### src/rtl/stage_memory_pkg.sv
// Shared constants for the memory stage: opcodes, special registers, FSM encoding.
package stage_memory_pkg;

    localparam logic [4:0] OP_RTYPE = 5'b00000;
    localparam logic [4:0] OP_ADDI  = 5'b00101;
    localparam logic [4:0] OP_SW    = 5'b00111;
    localparam logic [4:0] OP_LW    = 5'b01000;
    localparam logic [4:0] OP_JAL   = 5'b00011;
    localparam logic [4:0] OP_SETX  = 5'b10101;

    localparam logic [4:0] RSTATUS_REG = 5'd30;
    localparam logic [4:0] RA_REG      = 5'd31;

    localparam logic [0:0] ST_IDLE   = 1'b0;
    localparam logic [0:0] ST_ACCESS = 1'b1;

    localparam logic [31:0] DEFAULT_BUS_ERR_CODE = 32'd6;

endpackage

### src/rtl/stage_memory_mem_controls.sv
// Opcode decode for memory-stage control; the writeback stage uses the same decode.
module stage_memory_mem_controls
    import stage_memory_pkg::*;
(
    input  logic [31:0] i_insn,
    input  logic        i_valid,
    output logic        o_lw,
    output logic        o_sw,
    output logic        o_mem_op,
    output logic [4:0]  o_rd
);

    logic [4:0]  w_opcode;
    logic [21:0] w_unused_insn;

    assign w_opcode      = i_insn[31:27];
    assign o_rd          = i_insn[26:22];
    assign w_unused_insn = i_insn[21:0];

    assign o_lw     = (w_opcode == OP_LW);
    assign o_sw     = (w_opcode == OP_SW);
    assign o_mem_op = i_valid & (o_lw | o_sw);

endmodule

### src/rtl/stage_memory.sv
// Memory stage: lw/sw over a req/ack dmem handshake with timeout, owns the M/W latch.
// Define STAGE_MEMORY_BYPASS_EN to forward writeback results into store data.
module stage_memory
    import stage_memory_pkg::*;
#(
    parameter int unsigned ADDR_W         = 12,
    parameter int unsigned TIMEOUT_CYCLES = 16,
    parameter logic [31:0] BUS_ERR_CODE   = DEFAULT_BUS_ERR_CODE
) (
    input  logic              clock,
    input  logic              reset,
    input  logic [31:0]       xm_insn,
    input  logic [31:0]       xm_o,
    input  logic [31:0]       xm_b,
    input  logic              xm_exception,
    input  logic              xm_valid,
    input  logic [31:0]       w_data_writeReg,
    input  logic [4:0]        w_ctrl_writeReg,
    input  logic              w_ctrl_writeEnable,
    output logic              dmem_req,
    output logic              dmem_wren,
    output logic [ADDR_W-1:0] dmem_addr,
    output logic [31:0]       dmem_data,
    input  logic              dmem_ack,
    input  logic [31:0]       dmem_q,
    output logic              mem_stall,
    output logic [31:0]       mw_insn,
    output logic [31:0]       mw_o,
    output logic [31:0]       mw_d,
    output logic              mw_exception,
    output logic              mw_valid
);

    localparam int unsigned CNT_W = (TIMEOUT_CYCLES > 1) ? $clog2(TIMEOUT_CYCLES) : 1;
    localparam logic [CNT_W-1:0] LAST_COUNT = CNT_W'(TIMEOUT_CYCLES - 1);

    logic              w_lw, w_sw, w_mem_op;
    logic [4:0]        w_rd;
    logic [31:0]       w_store_data;

    logic [0:0]        r_state, w_state_next;
    logic [CNT_W-1:0]  r_count, w_count_next;
    logic              r_req, w_req_next;
    logic              r_wren, w_wren_next;
    logic [ADDR_W-1:0] r_addr, w_addr_next;
    logic [31:0]       r_data, w_data_next;
    logic [31:0]       r_mw_insn, w_mw_insn_next;
    logic [31:0]       r_mw_o, w_mw_o_next;
    logic [31:0]       r_mw_d, w_mw_d_next;
    logic              r_mw_exc, w_mw_exc_next;
    logic              r_mw_valid, w_mw_valid_next;

    stage_memory_mem_controls u_mem_controls (
        .i_insn   (xm_insn),
        .i_valid  (xm_valid),
        .o_lw     (w_lw),
        .o_sw     (w_sw),
        .o_mem_op (w_mem_op),
        .o_rd     (w_rd)
    );

`ifdef STAGE_MEMORY_BYPASS_EN
    assign w_store_data = (w_ctrl_writeEnable && (w_ctrl_writeReg == w_rd) && (w_rd != 5'd0))
                          ? w_data_writeReg : xm_b;
`else
    logic w_unused_bypass;
    assign w_unused_bypass = ^{w_data_writeReg, w_ctrl_writeReg, w_ctrl_writeEnable, w_rd};
    assign w_store_data    = xm_b;
`endif

    always_comb begin
        w_state_next    = r_state;
        w_count_next    = r_count;
        w_req_next      = r_req;
        w_wren_next     = r_wren;
        w_addr_next     = r_addr;
        w_data_next     = r_data;
        // Bubble unless a transfer into the latch is decided below.
        w_mw_insn_next  = 32'd0;
        w_mw_o_next     = 32'd0;
        w_mw_d_next     = 32'd0;
        w_mw_exc_next   = 1'b0;
        w_mw_valid_next = 1'b0;
        mem_stall       = 1'b0;
        unique case (r_state)
            ST_IDLE: begin
                if (w_mem_op) begin
                    mem_stall    = 1'b1;
                    w_state_next = ST_ACCESS;
                    w_count_next = '0;
                    w_req_next   = 1'b1;
                    w_wren_next  = w_sw;
                    w_addr_next  = xm_o[ADDR_W-1:0];
                    w_data_next  = w_store_data;
                end else begin
                    w_mw_insn_next  = xm_insn;
                    w_mw_o_next     = xm_o;
                    w_mw_exc_next   = xm_exception;
                    w_mw_valid_next = xm_valid;
                end
            end
            ST_ACCESS: begin
                mem_stall = ~dmem_ack;
                if (dmem_ack) begin
                    w_state_next    = ST_IDLE;
                    w_req_next      = 1'b0;
                    w_mw_insn_next  = xm_insn;
                    w_mw_o_next     = xm_o;
                    w_mw_d_next     = w_lw ? dmem_q : 32'd0;
                    w_mw_exc_next   = xm_exception;
                    w_mw_valid_next = 1'b1;
                end else if (r_count == LAST_COUNT) begin
                    w_state_next    = ST_IDLE;
                    w_req_next      = 1'b0;
                    w_mw_insn_next  = xm_insn;
                    w_mw_o_next     = BUS_ERR_CODE;
                    w_mw_d_next     = BUS_ERR_CODE;
                    w_mw_exc_next   = 1'b1;
                    w_mw_valid_next = 1'b1;
                end else begin
                    w_count_next = r_count + CNT_W'(1);
                end
            end
            default: begin
                w_state_next = ST_IDLE;
                w_req_next   = 1'b0;
            end
        endcase
    end

    always_ff @(posedge clock or negedge reset) begin
        if (!reset) begin
            r_state    <= ST_IDLE;
            r_count    <= '0;
            r_req      <= 1'b0;
            r_wren     <= 1'b0;
            r_addr     <= '0;
            r_data     <= 32'd0;
            r_mw_insn  <= 32'd0;
            r_mw_o     <= 32'd0;
            r_mw_d     <= 32'd0;
            r_mw_exc   <= 1'b0;
            r_mw_valid <= 1'b0;
        end else begin
            r_state    <= w_state_next;
            r_count    <= w_count_next;
            r_req      <= w_req_next;
            r_wren     <= w_wren_next;
            r_addr     <= w_addr_next;
            r_data     <= w_data_next;
            r_mw_insn  <= w_mw_insn_next;
            r_mw_o     <= w_mw_o_next;
            r_mw_d     <= w_mw_d_next;
            r_mw_exc   <= w_mw_exc_next;
            r_mw_valid <= w_mw_valid_next;
        end
    end

    assign dmem_req     = r_req;
    assign dmem_wren    = r_wren;
    assign dmem_addr    = r_addr;
    assign dmem_data    = r_data;
    assign mw_insn      = r_mw_insn;
    assign mw_o         = r_mw_o;
    assign mw_d         = r_mw_d;
    assign mw_exception = r_mw_exc;
    assign mw_valid     = r_mw_valid;

endmodule

### config.mk
export PLATFORM = sky130hd
export DESIGN_NAME = stage_memory
export DESIGN_NICKNAME = d
export VERILOG_FILES = /design/src/rtl/stage_memory_pkg.sv /design/src/rtl/stage_memory_mem_controls.sv /design/src/rtl/stage_memory.sv
export SDC_FILE = /design/constraint.sdc
export NUM_CORES = 1
export LEC_CHECK = 0
export CORE_ASPECT_RATIO = 0.6
export CORE_MARGIN = 3
export CORE_UTILIZATION = 40
export CTS_CLUSTER_DIAMETER = 30
export DETAILED_ROUTE_END_ITERATION = 12
export PLACE_DENSITY = 0.83
export SKIP_CTS_REPAIR_TIMING = 1
export SLEW_MARGIN = 20
export SYNTH_ARGS = -nofsm -noshare
export SYNTH_HDL_FRONTEND = slang
export SYNTH_SLANG_ARGS = --single-unit
### constraint.sdc
create_clock -name clock -period 5.1 [get_ports clock]
set_clock_uncertainty 0.2 [all_clocks]
set_input_delay 0.51 -clock clock [delete_from_list [all_inputs] [get_ports clock]]
set_output_delay 0.51 -clock clock [all_outputs]
set_load 0.01 [all_outputs]
# Word level (Yosys, flattened, before mapping)
# Cells that the tools add are included.
# totals
register_bits	149
in_bits	171
elab_cells	57
out_inout_bits	145
# op_classes
eq_ne	7
mux	31
n_addsub	1
bitwise	4
n_reduce_logical	3
# op_table
operator	n
$mux 32	8
$pmux 32 s2	2
$mux 4	3
$mux 1	11
$pmux 1 s2	5
$pmux 4 s2	1
$eq 5x3->1 const B	1
$eq 5x4->1 const B	1
$add 4x1->4 const B	1
$eq 4x4->1 const B	1
$ne 2x2->1 const B	2
$reduce_and 2->1	2
$mux 3	1
$ne 3x2->1 const B	1
$reduce_and 3->1	1
$ne 2x1->1 const B	1
$not 1->1	2
$and 1x1->1	1
$or 1x1->1	1

# Depth between registers and ports, before layout
# Gate-level depths: netlist of run 1.
# depth
word_depth	5
mapped_depth	5
depth_no_buf	4

# Modules after synthesis
# A second synthesis of run 1 with hierarchy kept.
# unflattened
hier_cells	455
hier_area_um2	5287.6
# modules_own_cells
module	area_per_inst_um2	n_inst	cells_each	seq_area_each_um2
stage_memory	5208.7	1	444	3728.6
stage_memory_mem_controls	78.8	1	11	0.0

# Least setup slack after synthesis of run 1
# Ideal clock, no wire load.
# synth_timing
kind	input to output
start	in xm_insn[27]
end	out mem_stall
stages	5
arrival_time_ns	1.638
setup_slack_ns	2.752
required_ns	4.390
path_buffers	2
cell_sequence	or4b_4 a21boi_4 buf_6 buf_6 or2_2
# synth_between
elab_chain_cells	5
word_cells_on_any_way	6
classes_between	2 x eq/ne; 2 x mux; 2 x bitwise
# synth_lines
element	line	text
from (decl)	stage_memory.sv:12	input logic [31:0] xm_insn,
$eq 5x4->1 / $eq 5x3->1 (equally long branches)	stage_memory_mem_controls.sv:20, stage_memory_mem_controls.sv:21	
$or 1x1->1 (*)	stage_memory_mem_controls.sv:22	assign o_mem_op = i_valid & (o_lw | o_sw);
$and 1x1->1 (*)	stage_memory_mem_controls.sv:22	
$mux 1 (*)	stage_memory.sv:87	if (w_mem_op) begin
$pmux 1 s2 (*)	stage_memory.sv:85	unique case (r_state)
to (decl)	stage_memory.sv:26	output logic mem_stall,
# Every way passes the cells marked *; elsewhere a longest branch is shown, timed or not.

# Final worst setup path of run 1
# layout_timing
start	in xm_insn[28]
end	out mem_stall
# The elaborated chain is that of the path after synthesis.

==> results.rst, run 1 <==
.. list-table::
   :header-rows: 1

   * - Metric
     - Value
   * - Worst r2r src
     - r_state
   * - Worst IR Drop VDD
     - 0.000257 V
   * - Largest family of logic cells by synthesized area
     - simple AND/OR/NAND/NOR gates
   * - Sum of routed wire length over all layers
     - 14.5 mm
   * - First-pass GRT wire length
     - ~22 mm
   * - Fraction of power consumed by the clock network
     - 0.384
   * - Number of distinct standard cells referenced by the synthesized netlist
     - 35
   * - Dominant cells by area after synthesis
     - dfrtp_1, mux2_2, nor3b_1
   * - Tot Pwr
     - 3.32 mW
   * - Cell Pwr Density
     - 375 nW/um^2
   * - Final worst path period share
     - 0.632
   * - CP startpoint kind
     - input port
   * - Arr. time, crit path
     - 2510 ps
   * - Most Frequent Cell on Critical Path
     - clkdlybuf4s50_1
   * - Number of antenna violations at the first check in global routing
     - 1
   * - Final critical delay including setup and external delays
     - approximately 3200 ps
   * - H-tree Lvls
     - 4
   * - Number of buffers between clock root and the deepest sink
     - 2
   * - Number of global-route vias before repair
     - 4254
   * - Count of endpoints failing setup in the final report
     - 0
   * - Overflow left after global routing
     - 0
   * - Synth Warn #
     - 0
   * - Number of top-level pins
     - 316
   * - Parity-gate share of the synthesized area counting xor and xnor cells
     - 0.00164
   * - TritonRoute pass-1 iters
     - 4
   * - Cell taking the most area after synthesis
     - dfrtp_1
   * - Post-synth EDFFs
     - 0
   * - Max Fclk
     - roughly 310 MHz
   * - RSZ-0062 raised after global routing
     - false
   * - Cell-by-cell listing of the critical path
     - clkdlybuf4s50_1, or4b_4, a21boi_4, or2_2, clkdlybuf4s50_1
   * - Area share of fa/ha/maj cells after synthesis
     - 0.00235
   * - Antenna diode count
     - 0
   * - Area share of the leading cell type in the synthesized netlist
     - 0.699
   * - GRT Resource Usage Total
     - 0.196
   * - Worst Reg2Reg Path Length in Cells
     - 4
   * - Switching power
     - 790 uW
   * - Most instantiated flip-flop cell in the synthesis netlist
     - dfrtp_1
   * - Die boundary width
     - 155 um
   * - Required time of the worst setup path
     - 4390 ps
   * - Kind of capture point of the worst setup path
     - output pin
   * - Placer Congestion
     - 0.791
   * - Number of vias after detailed routing
     - 3857
   * - DP Wirelength
     - 10.8 mm
   * - Post-Synth Simple-Gate Area
     - 0.156
   * - Count of pins over their slew limit
     - 0
   * - Mean post-synth cell area
     - 14.8 um^2
   * - Library cell contributing the largest single delay on the critical path
     - or4b_4
   * - Status
     - complete, but fails checks
   * - Clock transition at path regs
     - 60 ps
   * - Cells after synthesis
     - about 360
   * - Routed via count divided by cell count
     - roughly 4.7
   * - Placement row count
     - 31
   * - Violations in the final reports
     - hold timing
   * - Maximum cell stage delay along the critical path
     - 590 ps
   * - Number of port buffers
     - about 280
   * - Final layout net count
     - 811
   * - Residual antenna-violating net count after detailed routing
     - 0
   * - Total nets after synthesis
     - 533
   * - DRC violation count after routing
     - 0
   * - Cell Area, Synth
     - around 5300 um^2
   * - Crit path max fanout
     - 6
   * - Die Span Y
     - 95.4 um
   * - Root buffer selected by CTS
     - clkbuf_16
   * - Worst skew pair latency
     - 390 ps
   * - Setup TNS
     - 0 ps
   * - Capture instance of the worst register-to-register path
     - dmem_data[14]
   * - Leading post-synthesis cells by instance count
     - dfrtp_1, nor3b_1, mux2_2, and2_1
   * - Compound-Gate Fraction of Synth Area
     - 0.0223
   * - Tightest hold margin
     - -16.7 ps
   * - Die Area
     - 14800 um^2
   * - TritonCTS clock tree
     - yes
   * - Library cell with the highest instance count after synthesis
     - dfrtp_1
   * - Actual slew at the worst max-slew pin
     - about 890 ps
   * - Portion of netlist area occupied by mux cells
     - 0.0948
   * - Number of design-rule violations left by the first detailed-router iteration
     - 145
   * - Share of the yosys chip area belonging to registers
     - 0.699
   * - Reported leakage power
     - 3.77 nW
   * - Buf/Inv on CP
     - 2
   * - Per-cell routed wire length
     - 17.7 um
   * - Switching part of the total power
     - 0.238
   * - Area grow syn2layout
     - 66.0%
   * - Number of max-capacitance violations reported
     - 0
   * - CTS sink count
     - 149
   * - Share of layout cells above drive strength 1
     - 0.130
   * - Fill cell instance count of the final layout
     - 887
   * - Fraction of registers with async set or reset after synthesis
     - 1.00
   * - Internal power component
     - ~2.5 mW
   * - Logic pwr share
     - 0.195
   * - Slack of the worst reg-to-reg path
     - roughly 2700 ps
   * - Number of storage elements in the synthesis netlist
     - 149
   * - Worst-case headroom to the max-slew limit
     - 0.404
   * - Seq pwr share
     - 0.420
   * - CP delay by family, top
     - buffers and inverters
   * - Min-delay worst type
     - input port to async pin
   * - Effective utilization at floorplan
     - 0.426
   * - Area of the placeable core
     - 12500 um^2
   * - Final-report hold violation count
     - 9
   * - Largest net degree at the start of global routing
     - approximately 110
   * - TritonCTS Buffers
     - 17
   * - Type of the setup path with the least slack
     - input port to output pin
## power by group through the flow
stage               Sequential [mW]  Clock, mW  Combinational (mW)
floorplan                      1.48          0               0.145
global placement               1.41          0               0.640
detailed placement             1.42          0               0.658
CTS                            1.40       1.31               0.660
global route                   1.41       1.37               0.691
finish                         1.40       1.28               0.648
## cell families after synthesis
kind of cell,Yosys count
flip-flops,149
AND/OR/NAND/NOR,123
multiplexers,45
buffers and inverters,24
AO/OA/AOI/OAI,18
XOR/XNOR,1
adder cells (fa/ha/maj),1
## worst register-to-register path, cell delays in order (launching register included)
cell	delay, ps
dfrtp_1	450
nor3b_1	440
a21boi_4	300
buf_12	430
mux2_2	460
## layout make-up
type	count	area (um^2)	area share
Sequential cell	149	3730	0.421
Clock buffer	19	443	0.0500
Clock inverter	13	170	0.0192
Tap cell	165	206	0.0233
Multi-Input combinational cell	188	1480	0.167
Timing Repair Buffer	281	2820	0.318
Inverter	2	7.51	0.000848
## placed cells by master (no fill, tap or decap), drive strengths merged, types with 2 or more instances in the layout
| cell type | count |
|---|---|
| nor3b | 62 |
| nor2b | 3 |
| clkinv | 3 |
| a21oi | 9 |
| nor3 | 3 |
| inv | 6 |
| mux2 | 44 |
| or2 | 2 |
| and3 | 2 |
| clkinvlp | 3 |
| clkdlybuf4s50 | 276 |
| clkbuf | 19 |
| bufinv | 3 |
| o22ai | 2 |
| nand3 | 3 |
| o21ai | 2 |
| and2 | 30 |
| nor2 | 2 |
| nand2b | 3 |
| buf | 5 |
| dfrtp | 149 |
| nand2 | 8 |
## sequential cells by signal, summed over array words and instances, names as in the netlist
name,flops
mw_insn,32
dmem_req,1
r_state,1
dmem_addr,12
mw_exception,1
mw_d,32
mw_o,32
dmem_data,32
r_count,4
mw_valid,1
dmem_wren,1
## worst max-delay path by stage
| stage | slack, ps | cells past startpoint | startpoint | end |
|---|---|---|---|---|
| finish | 1880 | 5 | xm_insn[28] | mem_stall |
| global route | 1850 | 5 | xm_insn[28] | mem_stall |
| floorplan | 2750 | 5 | xm_insn[27] | mem_stall |
| detailed placement | 1890 | 5 | xm_insn[28] | mem_stall |
| global placement | 1910 | 5 | xm_insn[28] | mem_stall |
| CTS | 1880 | 5 | xm_insn[28] | mem_stall |
## per-stage QoR
stage / setup slack (ps) / util / std cells / cell area (um^2)
3_3_place_gp: 1910 / 0.658 / 785 / 8240
4_1_cts: 1880 / 0.707 / 817 / 8850
5_1_grt: 1850 / 0.707 / 817 / 8850
6_report: 1880 / 0.707 / 817 / 8850
3_5_place_dp: 1890 / 0.658 / 785 / 8240
2_1_floorplan: 2750 / - / 361 / 5330
## per-layer routing
layer  track usage  share of wire  wire, um  vias up
li1              -              -         -     1795
met1         0.218           0.38      5470     1883
met2         0.346           0.51      7430      161
met3        0.0839          0.096      1390       16
met4        0.0617          0.013       184        2
met5             0        0.00090        13        -
Power figures use the tool's default switching activity.
==> run 2, diff against run 1 <==
--- a/config.mk
+++ b/config.mk
@@ -7,10 +7,10 @@
 export LEC_CHECK = 0
 export CORE_ASPECT_RATIO = 0.6
 export CORE_MARGIN = 3
-export CORE_UTILIZATION = 40
+export CORE_UTILIZATION = 38
 export CTS_CLUSTER_DIAMETER = 30
 export DETAILED_ROUTE_END_ITERATION = 12
-export PLACE_DENSITY = 0.83
+export PLACE_DENSITY = 0.79
 export SKIP_CTS_REPAIR_TIMING = 1
 export SLEW_MARGIN = 20
 export SYNTH_ARGS = -nofsm -noshare
==> constraint.sdc (replaced) <==
create_clock -name clock -period 3.2 [get_ports clock]
set_clock_uncertainty 0.2 [all_clocks]
set_input_delay 0.32 -clock clock [delete_from_list [all_inputs] [get_ports clock]]
set_output_delay 0.32 -clock clock [all_outputs]
set_load 0.01 [all_outputs]
==> run 2 against run 1 <==
Effect of this change:
- the run now ends clean
- final area barely moved
- sequential power rose by 59%
- utilization fell by 3.8 points
- largest cell class unchanged
- largest power group unchanged
==> results.rst, run 2 (synthesis results as in run 1) <==
.. list-table::
   :header-rows: 1

   * - Metric
     - Value
   * - Status
     - complete, no violations
   * - Final critical delay including setup and external delays
     - ~2900 ps
   * - Count of endpoints failing setup in the final report
     - 0 (unchanged)
   * - Kind of capture point of the worst setup path
     - output pin
   * - Residual antenna-violating net count after detailed routing
     - 0 (unchanged)
   * - Switching power
     - 1.28 mW (+62%)
   * - Final layout net count
     - 813 (+0.25%)
   * - Number of port buffers
     - 277 (unchanged)
   * - Count of pins over their slew limit
     - 0 (unchanged)
   * - Area of the placeable core
     - 13300 um^2 (+5.8%)
   * - Worst skew pair latency
     - 390 ps (about the same)
   * - RSZ-0062 raised after global routing
     - false
   * - Reported leakage power
     - 3.75 nW (-0.52%)
   * - CP startpoint kind
     - input port
   * - Antenna diode count
     - 0 (unchanged)
   * - Min-delay worst type
     - input port to register
   * - Worst Reg2Reg Path Length in Cells
     - 4 (unchanged)
   * - Worst-case headroom to the max-slew limit
     - 0.419 (+0.0146)
   * - Crit path max fanout
     - 6 (unchanged)
   * - Final-report hold violation count
     - 0 (-9)
   * - Number of top-level pins
     - 316 (unchanged)
   * - Logic pwr share
     - 0.201 (+0.006)
   * - Number of global-route vias before repair
     - 4278 (+0.56%)
   * - Cell Pwr Density
     - 580 nW/um^2 (+55%)
   * - First-pass GRT wire length
     - 23.7 mm (+5.8%)
   * - Required time of the worst setup path
     - 2680 ps (-1710 ps)
   * - Hold Crit Depth
     - 2
   * - Die Area
     - 15500 um^2 (+5.0%)
   * - Placement row count
     - 32 (+3.2%)
   * - Number of design-rule violations left by the first detailed-router iteration
     - 120 (-17%)
   * - CTS sink count
     - 149 (unchanged)
   * - Post-route design area
     - 8860 um^2 (about the same)
   * - Clock transition at path regs
     - 60 ps (about the same)
   * - Area grow syn2layout
     - 66.1% (about the same)
   * - Fraction of power consumed by the clock network
     - 0.366 (-0.018)
   * - Overflow left after global routing
     - 0 (unchanged)
   * - Most common cell after layout, fill and taps aside
     - clkdlybuf4s50_1
   * - Final instance count without filler cells
     - 841 (+2.9%)
   * - Number of buffers between clock root and the deepest sink
     - 2 (unchanged)
   * - Switching part of the total power
     - 0.249 (+0.0114)
   * - Tightest hold margin
     - 268 ps (+284 ps)
   * - TritonRoute pass-1 iters
     - 4 (unchanged)
   * - H-tree Lvls
     - 4 (unchanged)
   * - Actual slew at the worst max-slew pin
     - 872 ps (-21.9 ps)
   * - Root buffer selected by CTS
     - clkbuf_16
   * - Setup TNS
     - 0 ps (unchanged)
   * - Number of antenna violations at the first check in global routing
     - 0 (-1)
   * - Number of max-capacitance violations reported
     - 0 (unchanged)
   * - Routed via count divided by cell count
     - 4.64 (-1.8%)
   * - Largest net degree at the start of global routing
     - 113 (unchanged)
   * - Seq pwr share
     - 0.433 (+0.013)
   * - Top library cells by usage in the layout, fill and taps aside
     - clkdlybuf4s50_1, dfrtp_1, nor3b_1
   * - Placer Congestion
     - 0.741 (-6.3%)
   * - Worst IR Drop VDD
     - 0.000329 V (+28%)
   * - Sum of routed wire length over all layers
     - 14.6 mm (+0.91%)
   * - DP Wirelength
     - 10.7 mm (-0.84%)
   * - Type of the setup path with the least slack
     - input port to output pin
   * - Effective utilization at floorplan
     - 0.402 (-0.0233)
   * - Share of layout cells above drive strength 1
     - 0.130 (-0.000399)
   * - DRC violation count after routing
     - 0 (unchanged)
   * - Die boundary width
     - 159 um (+2.5%)
   * - Max Fclk
     - 348 MHz
   * - TritonCTS clock tree
     - yes
   * - Die Span Y
     - 97.8 um (+2.4%)
   * - TritonCTS Buffers
     - 17 (unchanged)
   * - Number of vias after detailed routing
     - 3899 (+1.1%)
   * - Per-cell routed wire length
     - 17.4 um (-2.0%)
   * - Tot Pwr
     - 5.14 mW (+55%)
   * - Internal power component
     - 3.86 mW (+52%)
   * - Arr. time, crit path
     - 2350 ps (-160 ps)
   * - Post-DP Area
     - 8290 um^2 (+0.58%)
   * - Number of instances in the placed design
     - 808 (+2.9%)
   * - GRT Resource Usage Total
     - 0.192 (-0.00417)
   * - Final worst path period share
     - 0.898
==> run 2: changes by cell type in the layout (fill, tap and decap cells not counted) <==
cell	change
clkbuf_1	+1
dlygate4sd3_1	+1
clkinvlp_4	+2
clkbuf_8	-1
buf_12	+1
bufinv_16	-2
==> run 2: final cells by class <==
class / count / area (um^2)
inverters: 2 / 7.51
fillers: 948 / 4400
flip-flops and latches: 149 / 3730
well taps: 187 / 234
repair buffers: 283 / 2850
multi-input cells: 188 / 1480
clock buffers: 19 / 433
clock inverters: 13 / 125
==> run 2: worst paths after layout <==
path / from / end / slack, ps
worst max-delay path: xm_insn[28] / mem_stall / 330
worst min-delay path: dmem_q[8] / mw_d[8] / 270
worst max register to register: r_state / dmem_addr[9] / 830
worst min register to register: dmem_req / dmem_req / 280
max in group asynchronous: reset / dmem_data[31] / 1590
min in group asynchronous: reset / dmem_addr[7] / 370
==> run 2: critical path: stages <==
cell	delay, ps
clkdlybuf4s50_1	500
or4b_4	590
a21boi_4	190
or2_2	130
clkdlybuf4s50_1	610
==> run 2: layer usage <==
metal	vias up	part of all wire	global-route usage
li1	1795	-	-
met1	1932	0.40	0.227
met2	164	0.50	0.328
met3	8	0.093	0.0788
met4	0	0.0094	0.0531
met5	-	0	0
==> run 2: power by group through the flow <==
stage	Combinational [mW]	Clock [mW]	Sequential, mW
final	1.03	1.88	2.22
after global routing	1.10	2.03	2.26
after CTS	1.05	1.92	2.23
after detailed placement	1.05	0	2.26
after global placement	1.02	0	2.24
after floorplan	0.231	0	2.35
==> run 2: metrics by stage <==
| stage | util | worst slack [ps] |
|---|---|---|
| after global routing | 0.668 | 242 |
| after CTS | 0.667 | 332 |
| after global placement | 0.625 | 361 |
| final | 0.668 | 327 |
| after detailed placement | 0.625 | 343 |
| after floorplan | - | 1230 |
